<file path="src/rtl/pwm_capture_if.sv">
// Signal bundle between a PWM source/monitor and the pwm_capture duty-cycle meter.
// The master drives the waveform and framing; the slave reports each completed measurement.
interface pwm_capture_if #(
  parameter int COUNT_BITS = 7
);
  logic                  pwm_in;
  logic                  frame_start;
  logic                  free_run;
  logic [COUNT_BITS-1:0] duty;
  logic                  duty_valid;
  logic                  saturated;
  logic                  restart_err;
  logic                  busy;

  modport master (
    output pwm_in, frame_start, free_run,
    input  duty, duty_valid, saturated, restart_err, busy
  );

  modport slave (
    input  pwm_in, frame_start, free_run,
    output duty, duty_valid, saturated, restart_err, busy
  );
endinterface

</file>
<file path="src/rtl/pwm_capture.sv">
// Duty-cycle meter for a motor PWM line: counts high cycles over a 2^COUNT_BITS-cycle
// window opened by frame_start and reports the count as an RPM-domain value.
module pwm_capture #(
  parameter int COUNT_BITS  = 7,
  parameter int SYNC_STAGES = 2
) (
  input  logic          clk,
  input  logic          reset,
  pwm_capture_if.slave  bus
);
  localparam int HiW = COUNT_BITS + 1;

  typedef enum logic [0:0] {
    IDLE,
    MEASURE
  } state_e;

  logic pwm_a;
  logic fs_a;

  // Both inputs see the same number of flops so a frame_start stays aligned with
  // the first PWM sample it marks.
  if (SYNC_STAGES == 0) begin : g_nosync
    assign pwm_a = bus.pwm_in;
    assign fs_a  = bus.frame_start;
  end else begin : g_sync
    logic [SYNC_STAGES-1:0] pwm_sync_q;
    logic [SYNC_STAGES-1:0] fs_sync_q;

    always_ff @(posedge clk) begin
      if (reset) begin
        pwm_sync_q <= '0;
        fs_sync_q  <= '0;
      end else begin
        pwm_sync_q <= SYNC_STAGES'({pwm_sync_q, bus.pwm_in});
        fs_sync_q  <= SYNC_STAGES'({fs_sync_q, bus.frame_start});
      end
    end

    assign pwm_a = pwm_sync_q[SYNC_STAGES-1];
    assign fs_a  = fs_sync_q[SYNC_STAGES-1];
  end

  state_e                state_q;
  logic [COUNT_BITS-1:0] samp_q;
  logic [HiW-1:0]        hi_q;
  logic [COUNT_BITS-1:0] duty_q;
  logic                  saturated_q;
  logic                  duty_valid_q;
  logic                  restart_err_q;
  logic                  busy_q;

  logic [HiW-1:0]        hi_d;
  logic [HiW-1:0]        hi_first_d;
  logic [COUNT_BITS-1:0] duty_d;
  logic                  last_sample;

  // NOTE: every signal written here gets a value on every path, so no latch is inferred.
  always_comb begin
    hi_d        = hi_q + HiW'(pwm_a);
    hi_first_d  = HiW'(pwm_a);
    duty_d      = hi_d[COUNT_BITS] ? '1 : hi_d[COUNT_BITS-1:0];
    last_sample = (samp_q == {COUNT_BITS{1'b1}}) && !fs_a;
  end

  // NOTE: state registers use non-blocking assignments so every flop samples pre-edge values.
  always_ff @(posedge clk) begin
    if (reset) begin
      state_q       <= IDLE;
      samp_q        <= '0;
      hi_q          <= '0;
      duty_q        <= '0;
      saturated_q   <= 1'b0;
      duty_valid_q  <= 1'b0;
      restart_err_q <= 1'b0;
      busy_q        <= 1'b0;
    end else begin
      duty_valid_q  <= 1'b0;
      restart_err_q <= 1'b0;
      unique case (state_q)
        IDLE: begin
          if (fs_a) begin
            state_q <= MEASURE;
            samp_q  <= COUNT_BITS'(1);
            hi_q    <= hi_first_d;
            busy_q  <= 1'b1;
          end else begin
            busy_q  <= 1'b0;
          end
        end
        MEASURE: begin
          busy_q <= 1'b1;
          if (fs_a) begin
            // A new frame mid-window discards the partial count; this edge is sample 0.
            restart_err_q <= 1'b1;
            samp_q        <= COUNT_BITS'(1);
            hi_q          <= hi_first_d;
          end else if (last_sample) begin
            duty_q       <= duty_d;
            saturated_q  <= hi_d[COUNT_BITS];
            duty_valid_q <= 1'b1;
            samp_q       <= '0;
            hi_q         <= '0;
            state_q      <= bus.free_run ? MEASURE : IDLE;
          end else begin
            samp_q <= samp_q + COUNT_BITS'(1);
            hi_q   <= hi_d;
          end
        end
        default: state_q <= IDLE;
      endcase
    end
  end

  assign bus.duty        = duty_q;
  assign bus.saturated   = saturated_q;
  assign bus.duty_valid  = duty_valid_q;
  assign bus.restart_err = restart_err_q;
  assign bus.busy        = busy_q;

endmodule

</file>
<file path="src/flat_wrapper.sv">
// flat-port wrapper written by rule: the top's interface ports become plain ports
module pwm_capture_flat 
#(
  parameter int COUNT_BITS  = 7,
  parameter int SYNC_STAGES = 2
)
  (clk, reset, bus_pwm_in, bus_frame_start, bus_free_run, bus_duty, bus_duty_valid, bus_saturated, bus_restart_err, bus_busy);
  pwm_capture_if #(.COUNT_BITS(COUNT_BITS)) bus_i ();
  input  logic clk;
  input  logic reset;
  input wire logic [$bits(bus_i.pwm_in)-1:0] bus_pwm_in;
  input wire logic [$bits(bus_i.frame_start)-1:0] bus_frame_start;
  input wire logic [$bits(bus_i.free_run)-1:0] bus_free_run;
  output wire logic [$bits(bus_i.duty)-1:0] bus_duty;
  output wire logic [$bits(bus_i.duty_valid)-1:0] bus_duty_valid;
  output wire logic [$bits(bus_i.saturated)-1:0] bus_saturated;
  output wire logic [$bits(bus_i.restart_err)-1:0] bus_restart_err;
  output wire logic [$bits(bus_i.busy)-1:0] bus_busy;
  assign bus_i.pwm_in = bus_pwm_in;
  assign bus_i.frame_start = bus_frame_start;
  assign bus_i.free_run = bus_free_run;
  assign bus_duty = bus_i.duty;
  assign bus_duty_valid = bus_i.duty_valid;
  assign bus_saturated = bus_i.saturated;
  assign bus_restart_err = bus_i.restart_err;
  assign bus_busy = bus_i.busy;
  pwm_capture #(.COUNT_BITS(COUNT_BITS), .SYNC_STAGES(SYNC_STAGES)) u_core (.clk(clk), .reset(reset), .bus(bus_i));
endmodule
</file>
<file path="config.mk">
export PLATFORM = sky130hd
export DESIGN_NAME = pwm_capture_flat
export DESIGN_NICKNAME = d
export VERILOG_FILES = /design/src/rtl/pwm_capture_if.sv /design/src/rtl/pwm_capture.sv /design/src/flat_wrapper.sv
export SDC_FILE = /design/constraint.sdc
export NUM_CORES = 1
export LEC_CHECK = 0
export ABC_CLOCK_PERIOD_IN_PS = 2280
export CAP_MARGIN = 20
export CORE_UTILIZATION = 53
export CTS_BUF_LIST = sky130_fd_sc_hd__clkbuf_16
export CTS_CLUSTER_DIAMETER = 100
export DETAILED_ROUTE_END_ITERATION = 10
export PLACE_DENSITY = 0.77
export SLEW_MARGIN = 20
export SYNTH_ARGS = -nofsm -noshare
export SYNTH_HDL_FRONTEND = slang
export SYNTH_SLANG_ARGS = --single-unit
</file>
<file path="constraint.sdc">
create_clock -name clk -period 2.28 [get_ports clk]
set_clock_uncertainty 0.15 [all_clocks]
set_input_delay 0.456 -clock clk [delete_from_list [all_inputs] [get_ports clk]]
set_output_delay 0.456 -clock clk [all_outputs]
set_load 0.005 [all_outputs]
</file>
==> qor.yml <==
worst_hold_path:
  holdPathStages: 1
  hp-start: "u_core.g_sync.pwm_sync_q[0]$_SDFF_PP0_"
  holdPathEnd: "u_core.g_sync.pwm_sync_q[1]$_SDFF_PP0_"
  hp-class: "flop to flop"
synth:
  yosys.area.top_type_share: 0.476
  yosysSeqAreaShare: 0.476
  syn_inst: 137
  yosys.cell_types.count: 34
  syn-num-nets: 146
  netlist_area_mm2: 0.00130
  synth_most_common_cell: "dfxtp_1"
  syn_area_per_cell_um2: 9.52
  synthArstFlopShare: 0
  synth_common_cells: "31 x dfxtp_1, 13 x nor2_1, 12 x nand2_1"
  ys.flop_type: "dfxtp_1"
  synth-seq-cells: 31
  yosysTopAreaCell: "dfxtp_1"
  synth_area_leaders: "dfxtp_1 48%, ha_1 3.8%, nor2_1 3.7%, nand2_1 3.5%, a21oi_1 3.1%"
  synth_edf_count: 0
  yosys_warnings: 0
drt:
  drc: 0
  routed_via_density: 5.68
  ant_nets: 0
  vias: 1056
  dr.first_iter.drc_count: 28
  drtPass1Iterations: 4
  drt-total-wl_mm: 2.89
  wl_per_cell_um: 15.5
worst_setup_path:
  arrival_ns: 1.91
  worstPathMaxFanout: 4
  cp-end-kind: "flop"
  r2r-start: "u_core.samp_q[0]$_SDFFE_PP0P_"
  reg2reg_slack_ns: 0.38
  critical_path_class: "flop to flop"
  required_ns: 2.29
  reg2reg_depth: 5
  cp-start-kind: "flop"
  r2r_end: "u_core.bus.duty[0]$_SDFFE_PP0P_"
cts:
  clkSinkCount: 31
  htree_levels: 2
  postCtsHoldBufs: 0
  cts_setup_buffers: 0
  cts_tree: "yes"
  clk_latency_ns: 0.28
  clock_path_buffers: 2
  clk_pin_slew_ns: 0.05
  numCtsBuffers: 5
  cts-resized-gates: 0
  cts-root-buf: "clkbuf_16"
timing:
  hold_viol_final: 0
  max_slew.worst_pin.slew_ns: 0.421
  fmax_ghz: 0.528
  setup_viol: 0
  slew_headroom: 0.720
  period_needed_ns: 1.90
  drv_slew: 0
  setup_tns_ns: 0
  rsz0062_at_grt: "false"
  finalCritPeriodShare: 0.831
pwr:
  p_sw_uw: 264
  power_density_mw_per_mm2: 823
  p_comb_frac: 0.037
  p_sw_frac: 0.196
  pwr-share-seq: 0.414
  pwr-share-clk: 0.549
  vdd_drop_max_mv: 0.714
  p_int_uw: 1080
  p_leak_uw: 0.000611
finish:
  drive_above_1_share: 0.108
  final_nets: 166
  fill_cells: 170
  syn_to_final_growth_pct: 25.5
  diodes: 0
  final_util: 0.726
flow_run:
  cap_violations: 0
placed_design:
  hpwl_mm: 1.97
  gp_congestion: 0.816
  port_buffers: 15
floorplanning:
  initial_core_util: 0.578
  core_mm2: 0.00225
  die_h_um: 51.6
  die_area_mm2: 0.00266
  row_count: 17
  pin_count: 16
  die_w_um: 51.6
grt:
  grt_pass1_wl_mm: 4.73
  antenna_found_initial: 0
  grt-ovfl-total: 0
  grt_max_degree: 15
  grt_usage: 0.258
  grt_pass1_vias: 1067
status:
  outcome: "completed"
critical path: stages (launching register included):
cell,delay [ns]
dfxtp_1,0.35
ha_1,0.22
nand3_1,0.14
nor4b_2,0.41
nand3_1,0.21
o221a_2,0.30
worst max-delay path by stage:
stage	slack, ns	to	from
floorplan	0.54	u_core.bus.duty[0]$_SDFFE_PP0P_	u_core.samp_q[0]$_SDFFE_PP0P_
global placement	0.25	u_core.samp_q[5]$_SDFFE_PP0P_	reset
detailed placement	0.20	u_core.samp_q[5]$_SDFFE_PP0P_	reset
CTS	0.37	u_core.bus.duty[0]$_SDFFE_PP0P_	u_core.samp_q[0]$_SDFFE_PP0P_
global route	0.25	u_core.bus.duty[6]$_SDFFE_PP0P_	u_core.samp_q[0]$_SDFFE_PP0P_
finish	0.38	u_core.bus.duty[0]$_SDFFE_PP0P_	u_core.samp_q[0]$_SDFFE_PP0P_
power groups by stage:
stage          logic [µW]  registers, µW  clock network [µW]
3_5_place_dp         49.6            569                   0
4_1_cts              50.1            557                 747
2_1_floorplan        34.5            566                   0
6_report             49.9            558                 739
3_3_place_gp         48.6            568                   0
5_1_grt              55.3            558                 772
registers in the layout (all words and copies together) (netlist names):
signal                    cells
u_core.g_sync.fs_sync_q       2
u_core.bus.duty_valid         1
u_core.hi_q                   8
u_core.state_q                1
u_core.bus.duty               7
u_core.g_sync.pwm_sync_q      2
u_core.bus.saturated          1
u_core.samp_q                 7
u_core.bus.busy               1
u_core.bus.restart_err        1
through the flow:
step | hold slack [ns] | instances | setup WS, ns | power (µW) | cell area [µm²]
4_1_cts | 0.283 | 186 | 0.372 | 1350 | 1640
6_report | 0.280 | 186 | 0.385 | 1350 | 1640
2_1_floorplan | 0.264 | 137 | 0.542 | 600 | 1300
3_3_place_gp | 0.267 | 178 | 0.254 | 617 | 1470
3_5_place_dp | 0.271 | 178 | 0.195 | 618 | 1470
5_1_grt | 0.290 | 186 | 0.255 | 1380 | 1640
placed cells by master, fill, tap and decap left out, drive strengths merged, types with 3 or more instances in the layout:
| cell type | instances |
|---|---|
| nor2 | 13 |
| xor2 | 4 |
| a211oi | 5 |
| o221a | 3 |
| a21oi | 8 |
| buf | 4 |
| nor2b | 5 |
| nand2b | 3 |
| clkbuf | 5 |
| and3 | 6 |
| xnor2 | 3 |
| ha | 4 |
| nand2 | 12 |
| a31oi | 4 |
| clkdlybuf4s50 | 15 |
| dfxtp | 31 |
| o21ai | 4 |
| nand3 | 8 |
cells by family after synthesis:
kind of cell / after synthesis / synth area share
muxes: 1 / 0.00768
DFF: 31 / 0.476
xor gates and xnor gates: 7 / 0.0470
AOI/OAI and AO/OA: 30 / 0.168
buffers and inverters: 8 / 0.0413
and+or+nand+nor: 56 / 0.222
adders and majority gates: 4 / 0.0384
layout make-up:
cell class | instances | area [µm²] | share of cell area
clock buffers | 5 | 125 | 0.0765
clock inverters | 3 | 38.8 | 0.0237
inverters | 2 | 7.51 | 0.00459
multi-input cells | 98 | 629 | 0.385
flip-flops and latches | 31 | 621 | 0.379
well taps | 28 | 35.0 | 0.0214
repair buffers | 19 | 180 | 0.110
metal layers:
layer / global-route usage / routed length [µm] / vias up
met1: 0.261 / 1180 / 499
met5: 0 / 0 / -
met4: 0.126 / 46 / 0
li1: - / - / 529
met3: 0.108 / 116 / 6
met2: 0.450 / 1540 / 22
No activity file was read; power rests on OpenSTA's default activity.
==> edit (same settings) <==
`SYNC_STAGES` is set to 2 in 2 places; all go to 1.
--- a/src/rtl/pwm_capture.sv
+++ b/src/rtl/pwm_capture.sv
@@ -3,5 +3,5 @@
 module pwm_capture #(
   parameter int COUNT_BITS  = 7,
-  parameter int SYNC_STAGES = 2
+  parameter int SYNC_STAGES = 1
 ) (
   input  logic          clk,
--- a/src/flat_wrapper.sv
+++ b/src/flat_wrapper.sv
@@ -3,5 +3,5 @@
 #(
   parameter int COUNT_BITS  = 7,
-  parameter int SYNC_STAGES = 2
+  parameter int SYNC_STAGES = 1
 )
   (clk, reset, bus_pwm_in, bus_frame_start, bus_free_run, bus_duty, bus_duty_valid, bus_saturated, bus_restart_err, bus_busy);
Function: changed (Yosys sat finds a counterexample within 4 cycles, from zero or initial values and one cycle with reset high).
==> edit against the unedited design <==
  * Setup slack improved by 0.020 ns
  * Area after synthesis decreased by 0.29%
  * Synthesized cell count increased by 2.9%
  * Core utilization decreased by 1.9 points
  * Via count increased by 1.8%
  * Critical path depth unchanged
  * Sequential share of layout area decreased by 1.5 points
  * First-iteration DRC count decreased by 21%
  * Sequential cell count decreased by 2
  * Non-clock buffer count unchanged
  * Power decreased by 12%
  * Design area decreased by 2.6%
  * Routed wire length decreased by 8.9%
  * Critical path type unchanged
==> edit: results (changes against the unedited design) <==
post-layout util=0.707 (-0.0189); worst-path cell with the longest stage delay=dfxtp_1; Hold Path Cell Cnt=1 (unchanged); status=completed; worst hold-check path type=reg2reg; initial antenna violation count=0 (unchanged); DRT Wirelength=2630 um (-8.9%); Final #Nets=169 (+1.8%); initial DRC count=22 (-21%); number of diodes=0 (unchanged); hold path startpoint=u_core.hi_q[7]; Max Buffers Root-to-Sink=2 (unchanged); Netlist cell types=36 (+5.9%); Die Area=2650 um2 (-0.27%); Post-synth top cells=dfxtp_1, nor2_1, nand2_1; max FFs per register=8 (unchanged); routed via count=1075 (+1.8%); Final GP Congestion=0.781 (-4.3%); post-synth net total=150 (+2.7%); count of final hold-check violations=0 (unchanged); CTS root buffer=clkbuf_16; drt first pass iters=4 (unchanged); WHS=0.323 ns (+0.0425 ns); Leak Pwr=0.576 nW (-5.7%); final setup vio count=0 (unchanged); share of cells above drive strength 1=0.0875 (-0.0201); dpl cell area=1460 um2 (-0.76%); post-DP HPWL=1880 um (-4.6%); Worst R2R Setup Slack=0.41 ns (+0.02 ns); Worst-Margin Slew=0.388 ns (-0.0322 ns); WHS Endpoint=u_core.hi_q[7]; peak supply drop=0.581 mV (-19%); leading post-synthesis cells by cell area=dfxtp_1, nor2_1, nand2_1, ha_1, nand3_1; post-synthesis sequential area ratio=0.447 (-0.0294); pin count of the biggest net entering global routing=17 (+2); gr usage total=0.245 (-0.0124); end of the worst register-to-register path=u_core.bus.duty[5]; Critical Path AT=1.86 ns (-0.05 ns); crit-path max FO=8 (+4); first-pass GRT wire length=4620 um (-2.2%); Fillers=202 (+19%)
edit: how the worst max path moves through the flow:
stage / from / end / slack, ns / cells past startpoint
after CTS: u_core.samp_q[0] / u_core.bus.duty[5] / 0.42 / 5
after floorplan: u_core.samp_q[0] / u_core.bus.duty[2] / 0.48 / 6
after global placement: reset / u_core.samp_q[3] / 0.29 / 5
after global routing: u_core.hi_q[0] / u_core.bus.duty[5] / 0.30 / 5
after detailed placement: reset / u_core.samp_q[3] / 0.21 / 5
final: u_core.samp_q[0] / u_core.bus.duty[5] / 0.41 / 5
edit: per-layer routing:
metal,part of all wire,GRT usage,vias to the layer above
met2,0.51,0.424,26
met3,0.050,0.0877,7
met1,0.42,0.260,514
met5,0,0,-
li1,-,-,528
met4,0.021,0.126,0
edit: kinds of logic after synthesis:
kind of cell | synth area share
simple gates | 0.239
compound gates | 0.162
flops | 0.447
buf+inv | 0.0529
xor+xnor | 0.0539
fa+ha+maj | 0.0385
mux | 0.00770
edit: report_power, final:
part | internal (mW) | switching (mW) | total, mW
clock network | 0.388 | 0.208 | 0.595
logic | 0.0256 | 0.0311 | 0.0567
registers | 0.517 | 0.0103 | 0.527
total | 0.931 | 0.249 | 1.18
edit: cell type report:
cell class              count  area share
flip-flops and latches     29       0.364
inverters                   4     0.00942
clock inverters             2     0.00471
well taps                  28      0.0220
multi-input cells         101       0.408
repair buffers             19       0.113
clock buffers               5      0.0785
edit: critical path, delay by kind of cell, from the launching register on:
| kind | cells | cell delay [ns] |
|---|---|---|
| and+or+nand+nor | 3 | 0.80 |
| DFF | 1 | 0.40 |
| adders and majority gates | 1 | 0.26 |
| AOI/OAI and AO/OA | 1 | 0.13 |
edit: through the flow:
| step | setup slack, ns | cells |
|---|---|---|
| final | 0.405 | 188 |
| after global placement | 0.292 | 181 |
| after CTS | 0.418 | 188 |
| after global routing | 0.303 | 188 |
| after floorplan | 0.477 | 141 |
| after detailed placement | 0.212 | 181 |
